===== config.mk =====
export PLATFORM = sky130hd
export DESIGN_NAME = key_conditioner
export DESIGN_NICKNAME = d
export VERILOG_FILES = /design/src/rtl/security_lock_pkg.sv /design/src/rtl/key_debounce_ch.sv /design/src/rtl/key_conditioner.sv
export SDC_FILE = /design/constraint.sdc
export NUM_CORES = 1
export LEC_CHECK = 0
export ABC_CLOCK_PERIOD_IN_PS = 4480
export BUFFER_PORTS_ARGS = -buffer_cell sky130_fd_sc_hd__buf_4
export CAP_MARGIN = 20
export CORE_MARGIN = 2
export CORE_UTILIZATION = 40
export DETAILED_ROUTE_END_ITERATION = 7
export HOLD_SLACK_MARGIN = 0.05
export PLACE_DENSITY_LB_ADDON = 0.3
export SLEW_MARGIN = 20
export SYNTH_ARGS = -nofsm -noshare
export SYNTH_HDL_FRONTEND = slang
export SYNTH_SLANG_ARGS = --single-unit

===== constraint.sdc =====
create_clock -name i_clk -period 4.48 [get_ports i_clk]
set_clock_uncertainty 0.05 [all_clocks]
set_input_delay 1.344 -clock i_clk [delete_from_list [all_inputs] [get_ports i_clk]]
set_output_delay 1.344 -clock i_clk [all_outputs]
set_load 0.02 [all_outputs]

===== src/rtl/security_lock_pkg.sv =====
// Shared constants for the security lock: pushbutton index map, default board timing,
// and the per-channel status bundle produced by the key conditioner.
package security_lock_pkg;

  localparam int KEY_CONFIRM_GETTER = 0;
  localparam int KEY_CONFIRM_FSM    = 1;
  localparam int KEY_SWITCH         = 2;
  localparam int KEY_HARD_RESET     = 3;

  // 20 ms and 2 s expressed in CLOCK_50 cycles.
  localparam int DEBOUNCE_20MS_50MHZ = 1_000_000;
  localparam int HOLD_2S_50MHZ       = 100_000_000;

  typedef struct packed {
    logic level;
    logic press_pulse;
    logic release_pulse;
    logic long_level;
    logic long_pulse;
  } key_status_t;

endpackage


===== src/rtl/key_debounce_ch.sv =====
// One pushbutton channel: 2-flop synchronizer, restartable debounce counter,
// registered press/release pulses and a saturating long-press detector.
module key_debounce_ch
  import security_lock_pkg::*;
#(
  parameter int DEBOUNCE_CYCLES = DEBOUNCE_20MS_50MHZ,
  parameter int HOLD_CYCLES     = HOLD_2S_50MHZ
) (
  input  logic        i_clk,
  input  logic        i_rst_n,
  input  logic        i_key_n,
  output key_status_t o_status
);

  localparam int DW = $clog2(DEBOUNCE_CYCLES);
  localparam int HW = $clog2(HOLD_CYCLES + 1);
  localparam logic [DW-1:0] DEB_LAST = DW'(DEBOUNCE_CYCLES - 1);
  localparam logic [HW-1:0] HOLD_MAX = HW'(HOLD_CYCLES);

  logic          sync1;
  logic          sync2;
  logic          pressed;
  logic [DW-1:0] deb_cnt;
  logic [DW-1:0] deb_cnt_next;
  logic          level;
  logic          level_next;
  logic [HW-1:0] hold_cnt;
  logic [HW-1:0] hold_cnt_next;
  logic          press_pulse;
  logic          release_pulse;
  logic          long_pulse;

  // Reset value 1 makes a key held through reset look released at reset exit.
  always_ff @(posedge i_clk or negedge i_rst_n) begin
    if (!i_rst_n) begin
      sync1 <= 1'b1;
      sync2 <= 1'b1;
    end else begin
      sync1 <= i_key_n;
      sync2 <= sync1;
    end
  end

  assign pressed = ~sync2;

  // Any sample agreeing with the current level is a bounce and restarts the count.
  always_comb begin
    deb_cnt_next = '0;
    level_next   = level;
    if (pressed != level) begin
      if (deb_cnt == DEB_LAST) begin
        level_next = pressed;
      end else begin
        deb_cnt_next = deb_cnt + 1'b1;
      end
    end
  end

  // Cleared on the accepting edge of a release so long_level drops with level.
  always_comb begin
    hold_cnt_next = hold_cnt;
    if (!level_next) begin
      hold_cnt_next = '0;
    end else if (level && (hold_cnt != HOLD_MAX)) begin
      hold_cnt_next = hold_cnt + 1'b1;
    end
  end

  always_ff @(posedge i_clk or negedge i_rst_n) begin
    if (!i_rst_n) begin
      deb_cnt       <= '0;
      level         <= 1'b0;
      hold_cnt      <= '0;
      press_pulse   <= 1'b0;
      release_pulse <= 1'b0;
      long_pulse    <= 1'b0;
    end else begin
      deb_cnt       <= deb_cnt_next;
      level         <= level_next;
      hold_cnt      <= hold_cnt_next;
      press_pulse   <= level_next & ~level;
      release_pulse <= level & ~level_next;
      long_pulse    <= (hold_cnt_next == HOLD_MAX) && (hold_cnt != HOLD_MAX);
    end
  end

  assign o_status.level         = level;
  assign o_status.press_pulse   = press_pulse;
  assign o_status.release_pulse = release_pulse;
  assign o_status.long_level    = (hold_cnt == HOLD_MAX);
  assign o_status.long_pulse    = long_pulse;

endmodule


===== src/rtl/key_conditioner.sv =====
// Conditions the raw active-low DE2 pushbuttons into clean levels and one-cycle
// events for security_lock_top; every key is an independent channel.
module key_conditioner
  import security_lock_pkg::*;
#(
  parameter int NUM_KEYS        = 4,
  parameter int DEBOUNCE_CYCLES = DEBOUNCE_20MS_50MHZ,
  parameter int HOLD_CYCLES     = HOLD_2S_50MHZ
) (
  input  logic                i_clk,
  input  logic                i_rst_n,
  input  logic [NUM_KEYS-1:0] i_key_n,
  output logic [NUM_KEYS-1:0] o_level,
  output logic [NUM_KEYS-1:0] o_press_pulse,
  output logic [NUM_KEYS-1:0] o_release_pulse,
  output logic [NUM_KEYS-1:0] o_long_level,
  output logic [NUM_KEYS-1:0] o_long_pulse
);

  key_status_t status [NUM_KEYS];

  for (genvar i = 0; i < NUM_KEYS; i++) begin : g_ch
    key_debounce_ch #(
      .DEBOUNCE_CYCLES (DEBOUNCE_CYCLES),
      .HOLD_CYCLES     (HOLD_CYCLES)
    ) u_ch (
      .i_clk    (i_clk),
      .i_rst_n  (i_rst_n),
      .i_key_n  (i_key_n[i]),
      .o_status (status[i])
    );

    assign o_level[i]         = status[i].level;
    assign o_press_pulse[i]   = status[i].press_pulse;
    assign o_release_pulse[i] = status[i].release_pulse;
    assign o_long_level[i]    = status[i].long_level;
    assign o_long_pulse[i]    = status[i].long_pulse;
  end

endmodule

# ---- Yosys cells after proc, flatten, opt, wreduce, memory -nomap -nowiden
# Index checks and enable logic that the tools add are counted.
dict set report totals {
  reg_bits 212
  wordCells 112
}
dict set report op_classes {
  n_addsub 8
  bitwise_logic 20
  eq_ne 20
  n_mux 24
  n_reduce_logical 8
}
# operator count
set op_table {}
lappend op_table {{$eq A27 B27 Y1 const B} 8}
lappend op_table {{$mux W27} 8}
lappend op_table {{$mux W20} 8}
lappend op_table {{$add A27 B1 Y27 const B} 4}
lappend op_table {{$ne A27 B27 Y1 const B} 4}
lappend op_table {{$add A20 B1 Y20 const B} 4}
lappend op_table {{$eq A20 B20 Y1 const B} 4}
lappend op_table {{$not A1 Y1} 12}
lappend op_table {{$and A1 B1 Y1} 8}
lappend op_table {{$logic_and A1 B1 Y1} 8}
lappend op_table {{$mux W1} 8}
lappend op_table {{$ne A1 B1 Y1} 4}

# ---- Logic depth before layout (Yosys ltp)
# Gate-level depths: netlist of run 1.
dict set report depth {
  depth_word 6
  depth_mapped 10
  depth_no_buf 9
}

# ---- By module
# A second synthesis of run 1 with hierarchy kept.
dict set report unflattened {
  hier_cells 1242
  area_unflattened_um2 11657.4
}
# module seq_area_each_um2 n_inst cells_per_inst area_each_um2
set by_module_without_submodules {}
lappend by_module_without_submodules {{key_debounce_ch at g_ch[1].u_ch ...} 1328.8 3 311 2921.6}
lappend by_module_without_submodules {{key_debounce_ch at g_ch[0].u_ch} 1328.8 1 309 2892.8}

# ---- Worst setup path after synthesis of run 1
# OpenSTA, ideal clock, no wires.
dict set report synth_timing {
  path_kind {reg-to-output}
  from {reg g_ch[3].u_ch.hold_cnt[3]}
  to {out o_long_level[3]}
  stages_incl_launch_ff 5
  arrival_ns 1.940
  n_path_buf 1
  setup_slack_ns 1.146
  t_required_ns 3.086
  cell_sequence {dfrtp_1 > clkbuf_1 > or4_1 > or3_1 > nor3_1}
}
dict set report synth_between {
  elab_chain_cells 1
}
# element line
set synth_rtl {}
lappend synth_rtl {{start: declaration} key_debounce_ch.sv:27} ;# logic [HW-1:0] hold_cnt;
lappend synth_rtl {{start signal: assignment} key_debounce_ch.sv:80} ;# hold_cnt <= hold_cnt_next;
lappend synth_rtl {{$eq A27 B27 Y1} key_debounce_ch.sv:90} ;# assign o_status.long_level = (hold_cnt == HOLD_MAX);
lappend synth_rtl {{end: declaration} key_conditioner.sv:16} ;# output logic [NUM_KEYS-1:0] o_long_level,
# No other way between the ends.

# ---- Final worst setup path of run 1
dict set report layout_timing {
  from {reg g_ch[2].u_ch.hold_cnt[2]}
  to {out o_long_level[2]}
}
dict set report layout_between {
  elab_chain_cells 1
}
# element line
set layout_rtl {}
lappend layout_rtl {{start: declaration} key_debounce_ch.sv:27}
lappend layout_rtl {{start signal: assignment} key_debounce_ch.sv:80}
lappend layout_rtl {{$eq A27 B27 Y1} key_debounce_ch.sv:90}
# No other way between the ends.

==> impl_metrics.env, run 1 <==
export IMPL_post_route_drc_count=0
export IMPL_clock_sinks=212
export IMPL_synthesis_yosys_warnings=0
export IMPL_tritoncts="yes"
export IMPL_number_of_flops_mapped_to_enable_cells_by_yosys=0
export IMPL_postSynthAreaPerCell_sq_um=9.09
export IMPL_fp_dieH_um=173
export IMPL_cts_path_max_buffers=3
export IMPL_holdPathStages=0
export IMPL_drt_pre_antenna_iters=5
export IMPL_synth_top_cell_by_area="dfrtp_1"
export IMPL_power_share_sequential_pct=48.6
export IMPL_fin_crit_sh_pct=89.8
export IMPL_seq_area_frac_synth_pct=46.4
export IMPL_synth_cell_types=59
export IMPL_via_density=5.32
export IMPL_synth_cells=1259
export IMPL_grt_use_total_pct=16.0
export IMPL_worstSetupEndpointType="output port"
export IMPL_grt_antenna_before_repair=0
export IMPL_netlist_area_leader_share_pct=44.6
export IMPL_clockRootBuffer="clkbuf_16"
export IMPL_regArea_sq_um=5320
export IMPL_grt_first_pass_wirelength_um=41400
export IMPL_maxCapViolations=0
export IMPL_place_port_buffers=25
export IMPL_setup_viol=0
export IMPL_outcome="finished, final reports clean"
export IMPL_pin_count_of_the_biggest_net_entering_global_routing=82
export IMPL_post_synth_main_area_contributors="dfrtp_1, nor2_1, xnor2_1"
export IMPL_crit_path_max_fanout=10
export IMPL_clk_insertion_delay_late_ns=0.54
export IMPL_ys_flop_type="dfrtp_1"
export IMPL_cts_clk_slew_worst_paths_ns=0.06
export IMPL_critPathLaunchType="register"
export IMPL_avgRoutedWirePerCell_um=14.3
export IMPL_postRouteWirelength_um=23400
export IMPL_initialDrtViolationCount=607
export IMPL_cts_resized=0
export IMPL_h_tree_depth=1
export IMPL_cells_on_worst_reg2reg_path=7
export IMPL_synth_net_count=1277
export IMPL_ys_ff_latch=212
export IMPL_finalSetupTns_ns=0
export IMPL_initial_core_util_pct=40.9
export IMPL_n_diodes=0
export IMPL_area_growth_syn_to_layout_pct=10.4
export IMPL_critical_path_required_ns=3.09
export IMPL_hold_buffers=0
export IMPL_placeableCoreArea_sq_um=28000
export IMPL_comb_power_share_pct=1.9
export IMPL_die_width_um=173
export IMPL_final_weighted_congestion_in_routability_driven_placement=0.898
export IMPL_fin_crit_ns=4.03
export IMPL_final_fill_count=2717
export IMPL_timing_worst_setup_path_type="register to output port"
export IMPL_multiInputGateArea_sq_um=5620
export IMPL_ff2ff_setup_slack_ns=1.26
export IMPL_floorplan_die_area_sq_um=30000
export IMPL_post_synth_instance_area_sq_um=11400
export IMPL_post_cts_buffers=0
export IMPL_routed_via_count=8713
export IMPL_finish_utilization_pct=45.1
export IMPL_yosys_cell_count_top_type="nor2_1"
export IMPL_placement_rows=61
export IMPL_grt_overflow_total=0
export IMPL_tightest_slew_ns=0.796
export IMPL_clock_buffer_count_from_cts=25
export IMPL_p_leak_nw=4.94
export IMPL_cellInternalPower_w=0.00313
export IMPL_num_nets_final=1258
export IMPL_drtAntennaViolNets=0
export IMPL_power_density_nw_per_um2=316
export IMPL_slew_headroom_pct=45.9
export IMPL_power_switching_w=0.000863
export IMPL_hold_viol=0
export IMPL_rsz0062_at_grt="no"
export IMPL_share_of_flip_flops_with_an_asynchronous_set_or_reset_after_synthesis_pct=100
export IMPL_power_frac_clock_pct=49.6
export IMPL_timing_max_transition_violations_final=0
export IMPL_hold_path_class="register to register"
export IMPL_ys_top_cells_by_count="nor2_1, dfrtp_1, xnor2_1"
export IMPL_max_freq_mhz=248
export IMPL_place_hpwl_um=15900
export IMPL_layout_drive_gt1_share_pct=8.02
export IMPL_cp_arrival_ns=2.63
export IMPL_grt_pass1_vias=8468
export IMPL_num_io_pins=26
export IMPL_power_share_switching_pct=21.6
export IMPL_ir_worst_vdd_mv=0.270
==> power groups by stage <==
stage	Sequential [W]	Clock, W	Combinational (W)
6_report	0.00194	0.00198	0.0000743
5_1_grt	0.00194	0.00212	0.0000882
4_1_cts	0.00194	0.00204	0.0000794
3_5_place_dp	0.00198	0	0.0000792
3_3_place_gp	0.00198	0	0.0000784
2_1_floorplan	0.00197	0	0.0000255
==> path summary, 6_finish.rpt <==
kind | from | endpoint
worst min-delay path | g_ch[1].u_ch.sync1$_DFF_PN1_ | g_ch[1].u_ch.sync2$_DFF_PN1_
worst max register to register | g_ch[0].u_ch.deb_cnt[7]$_DFF_PN0_ | g_ch[0].u_ch.long_pulse$_DFF_PN0_
worst max-delay path | g_ch[2].u_ch.hold_cnt[2]$_DFF_PN0_ | o_long_level[2]
worst min register to register | g_ch[1].u_ch.sync1$_DFF_PN1_ | g_ch[1].u_ch.sync2$_DFF_PN1_
min in group asynchronous | i_rst_n | g_ch[0].u_ch.release_pulse$_DFF_PN0_
max in group asynchronous | i_rst_n | g_ch[3].u_ch.sync2$_DFF_PN1_
==> layout make-up <==
| cell class | instances | share of cell area, % |
|---|---|---|
| tap | 378 | 3.74 |
| timing repair buffer | 33 | 2.12 |
| sequential | 212 | 42.1 |
| clock buffer | 38 | 5.81 |
| clock inverter | 8 | 0.564 |
| inverter | 40 | 1.19 |
| multi-input combinational | 928 | 44.5 |
==> per-stage QoR <==
step / setup slack [ns] / instance area, sq um / instances / hold slack (ns) / total power (W)
5_1_grt: 0.350 / 12600 / 1637 / 0.313 / 0.00415
3_5_place_dp: 1.06 / 11800 / 1591 / 0.297 / 0.00205
2_1_floorplan: 1.15 / 11400 / 1259 / 0.295 / 0.00200
3_3_place_gp: 1.08 / 11800 / 1591 / 0.296 / 0.00205
6_report: 0.455 / 12600 / 1637 / 0.304 / 0.00400
4_1_cts: 0.458 / 12600 / 1637 / 0.305 / 0.00406
==> worst max-delay path: stages (launching register included) <==
cell and delay [ns]:
dfrtp_1 0.43, or4b_2 0.69, nor4b_1 0.29, and4b_1 0.47, buf_4 0.22
==> placed cells by master, fill, tap and decap left out, types with 8 or more instances in the layout <==
master and count:
nor3_1 40, or4_1 10, inv_1 40, nor2_1 216, a21oi_1 23, nor4b_1 10, dfrtp_1 204, nor4_1 29
and3_1 28, or2_2 8, ha_1 12, or3_1 26, xor2_1 76, o21ai_0 34, dfstp_2 8, buf_4 31
nand2_1 81, nand4_1 55, and4_1 16, clkbuf_16 25, nand3_1 78, xnor2_1 90
==> kinds of logic (layout without fill, tap and decap cells) <==
family / count (synthesis) / count (layout) / synth area share [%]
and+or+nand+nor: 643 / 643 / 28.9
xor gates and xnor gates: 166 / 166 / 12.7
muxes: 12 / 12 / 1.08
adders and majority gates: 12 / 12 / 1.31
buffers and inverters: 119 / 119 / 4.50
DFF: 212 / 212 / 46.4
AOI/OAI and AO/OA: 95 / 95 / 5.06
==> sequential cells by signal, indices dropped and copies added, names as in the netlist <==
signal and cells:
g_ch.u_ch.sync1 4, g_ch.u_ch.deb_cnt 80, g_ch.u_ch.hold_cnt 108, g_ch.u_ch.level 4
g_ch.u_ch.press_pulse 4, g_ch.u_ch.release_pulse 4, g_ch.u_ch.sync2 4, g_ch.u_ch.long_pulse 4
==> metal layers <==
metal	routed length, um	GRT usage, %	share of wire, %	vias up
li1	-	-	-	4309
met1	11500	23.2	49	4210
met2	10500	25.2	45	154
met3	1010	2.46	4.3	40
met4	444	3.50	1.9	0
met5	0	0	0	-
Note: power is estimated with default switching activity, not from simulation.
==> inputs of run 2 (changes only) <==
--- a/config.mk
+++ b/config.mk
@@ -12,2 +12,3 @@
 export CORE_UTILIZATION = 40
+export CTS_CLUSTER_DIAMETER = 200
 export DETAILED_ROUTE_END_ITERATION = 7
==> constraint.sdc (replaced) <==
create_clock -name i_clk -period 4.48 [get_ports i_clk]
set_clock_uncertainty 0.05 [all_clocks]
set_input_delay 0.896 -clock i_clk [delete_from_list [all_inputs] [get_ports i_clk]]
set_output_delay 0.896 -clock i_clk [all_outputs]
set_load 0.02 [all_outputs]
==> run 2 against run 1 <==
Effect of this change:
- fmax up 15%
- setup slack better by 0.52 ns
- critical path depth unchanged
- via count up 1.2%
- die area unchanged
- non-clock buffer count up 1
- clock power about the same
- final area up 0.22%
- wire length up 0.15%
- sequential power about the same
- cell count about the same
- core utilization up 0.098 points
- critical path type unchanged
- highest routed layer unchanged
==> impl_metrics.env, run 2 (same netlist as run 1, synthesis figures left out) <==
export IMPL_outcome="finished, final reports clean"
export IMPL_cellInternalPower_w=0.00316
export IMPL_slew_headroom_pct=38.3
export IMPL_grt_use_total_pct=15.8
export IMPL_worstSetupEndpointType="output port"
export IMPL_clock_sinks=212
export IMPL_fp_dieH_um=173
export IMPL_max_freq_mhz=285
export IMPL_n_diodes=0
export IMPL_drtAntennaViolNets=0
export IMPL_timing_worst_setup_path_type="register to output port"
export IMPL_grt_pass1_vias=8297
export IMPL_num_nets_final=1259
export IMPL_cts_resized=0
export IMPL_maxCapViolations=0
export IMPL_placement_rows=61
export IMPL_fin_crit_sh_pct=78.3
export IMPL_num_io_pins=26
export IMPL_tritoncts="yes"
export IMPL_pin_count_of_the_biggest_net_entering_global_routing=123
export IMPL_routed_via_count=8817
export IMPL_final_common_cell="nor2_1"
export IMPL_floorplan_die_area_sq_um=30000
export IMPL_initialDrtViolationCount=653
export IMPL_largest_register="g_ch.u_ch.hold_cnt"
export IMPL_hold_buffers=0
export IMPL_power_frac_clock_pct=49.9
export IMPL_via_density=5.38
export IMPL_avgRoutedWirePerCell_um=14.3
export IMPL_postRouteWirelength_um=23400
export IMPL_critPathLaunchType="register"
export IMPL_met2_usage_pct=24.1
export IMPL_global_route_usage_met3_pct=2.20
export IMPL_power_share_sequential_pct=48.3
export IMPL_final_fill_count=2688
export IMPL_power_switching_w=0.000868
export IMPL_place_hpwl_um=15900
export IMPL_cts_clk_slew_worst_paths_ns=0.06
export IMPL_final_weighted_congestion_in_routability_driven_placement=0.854
export IMPL_initial_core_util_pct=40.9
export IMPL_area_growth_syn_to_layout_pct=10.7
export IMPL_largest_register_ffs=108
export IMPL_grt_first_pass_wirelength_um=40600
export IMPL_drt_pre_antenna_iters=7
export IMPL_comb_power_share_pct=1.8
export IMPL_clockRootBuffer="clkbuf_16"
export IMPL_power_share_switching_pct=21.6
export IMPL_grt_overflow_total=0
export IMPL_die_width_um=173
export IMPL_post_route_drc_count=0
export IMPL_hold_path_class="register to register"
export IMPL_post_layout_total_power_w=0.00402
export IMPL_post_cts_buffers=0
export IMPL_top_regs="g_ch.u_ch.hold_cnt: 108 flops, g_ch.u_ch.deb_cnt: 80 flops"
export IMPL_tightest_slew_ns=0.926
export IMPL_power_density_nw_per_um2=318
export IMPL_fin_crit_ns=3.51
export IMPL_placeableCoreArea_sq_um=28000
export IMPL_finish_utilization_pct=45.2
export IMPL_rsz0062_at_grt="no"
export IMPL_ir_worst_vdd_mv=0.266
export IMPL_p_leak_nw=4.96
export IMPL_hold_viol=0
export IMPL_setup_viol=0
export IMPL_gr_usage_met1_pct=23.5
export IMPL_critical_path_required_ns=3.53
export IMPL_layout_drive_gt1_share_pct=8.10
export IMPL_clk_insertion_delay_late_ns=0.53
export IMPL_h_tree_depth=1
export IMPL_grt_antenna_before_repair=0
export IMPL_cts_path_max_buffers=3
export IMPL_layout_common_cells="nor2_1, dfrtp_1, xnor2_1, nand2_1, nand3_1"
export IMPL_cp_arrival_ns=2.56
export IMPL_clock_buffer_count_from_cts=25
export IMPL_timing_max_transition_violations_final=0
export IMPL_place_port_buffers=25
export IMPL_grt_busiest_layer="met2"
export IMPL_crit_path_max_fanout=10
export IMPL_finalSetupTns_ns=0
[run 2: cell count changes in the layout (fill, tap and decap cells not counted), sizes merged]
cell / before / now
buf: 33 / 34
clkbuf: 38 / 39
clkinv: 5 / 4
[run 2: cell type report]
type / count / area (sq um) / share of cell area (%)
inverter: 40 / 150 / 1.19
clock buffer: 39 / 748 / 5.91
multi-input combinational: 928 / 5620 / 44.4
clock inverter: 7 / 77.6 / 0.613
timing repair buffer: 34 / 275 / 2.17
tap: 378 / 473 / 3.73
sequential: 212 / 5320 / 42.0
[run 2: final timing paths]
kind,from,end,slack [ns],cells after the start
worst min register to register,g_ch[0].u_ch.sync1$_DFF_PN1_,g_ch[0].u_ch.sync2$_DFF_PN1_,0.31,0
worst max-delay path,g_ch[2].u_ch.hold_cnt[2]$_DFF_PN0_,o_long_level[2],0.97,4
min in group asynchronous,i_rst_n,g_ch[0].u_ch.deb_cnt[1]$_DFF_PN0_,0.40,1
worst min-delay path,g_ch[0].u_ch.sync1$_DFF_PN1_,g_ch[0].u_ch.sync2$_DFF_PN1_,0.31,0
max in group asynchronous,i_rst_n,g_ch[3].u_ch.sync1$_DFF_PN1_,3.10,2
worst max register to register,g_ch[0].u_ch.deb_cnt[7]$_DFF_PN0_,g_ch[0].u_ch.long_pulse$_DFF_PN0_,1.26,7
[run 2: power groups by stage]
| stage | logic (W) | clock network [W] | registers, W |
|---|---|---|---|
| 2_1_floorplan | 0.0000255 | 0 | 0.00197 |
| 3_3_place_gp | 0.0000773 | 0 | 0.00198 |
| 6_report | 0.0000733 | 0.00201 | 0.00194 |
| 4_1_cts | 0.0000778 | 0.00208 | 0.00194 |
| 5_1_grt | 0.0000870 | 0.00216 | 0.00194 |
| 3_5_place_dp | 0.0000778 | 0 | 0.00198 |
[run 2: metal layers]
layer | wire length, um | part of all wire, % | vias to the layer above
met5 | 0 | 0 | -
met4 | 512 | 2.2 | 0
met3 | 898 | 3.8 | 35
met2 | 10400 | 45 | 182
met1 | 11600 | 49 | 4301
li1 | - | - | 4299
[run 2: critical path: stages, from the launching register on]
cell and delay (ns):
dfrtp_1 0.43, or4b_2 0.68, nor4b_1 0.27, and4b_1 0.44, buf_4 0.21
[run 2: per-stage QoR]
step / hold slack (ns) / std cells / setup slack, ns / area [sq um]
floorplan: 0.295 / 1259 / 1.56 / 11400
global placement: 0.297 / 1592 / 1.31 / 11800
detailed placement: 0.297 / 1592 / 1.26 / 11800
CTS: 0.307 / 1638 / 0.943 / 12700
global route: 0.313 / 1638 / 0.819 / 12700
finish: 0.306 / 1638 / 0.973 / 12700
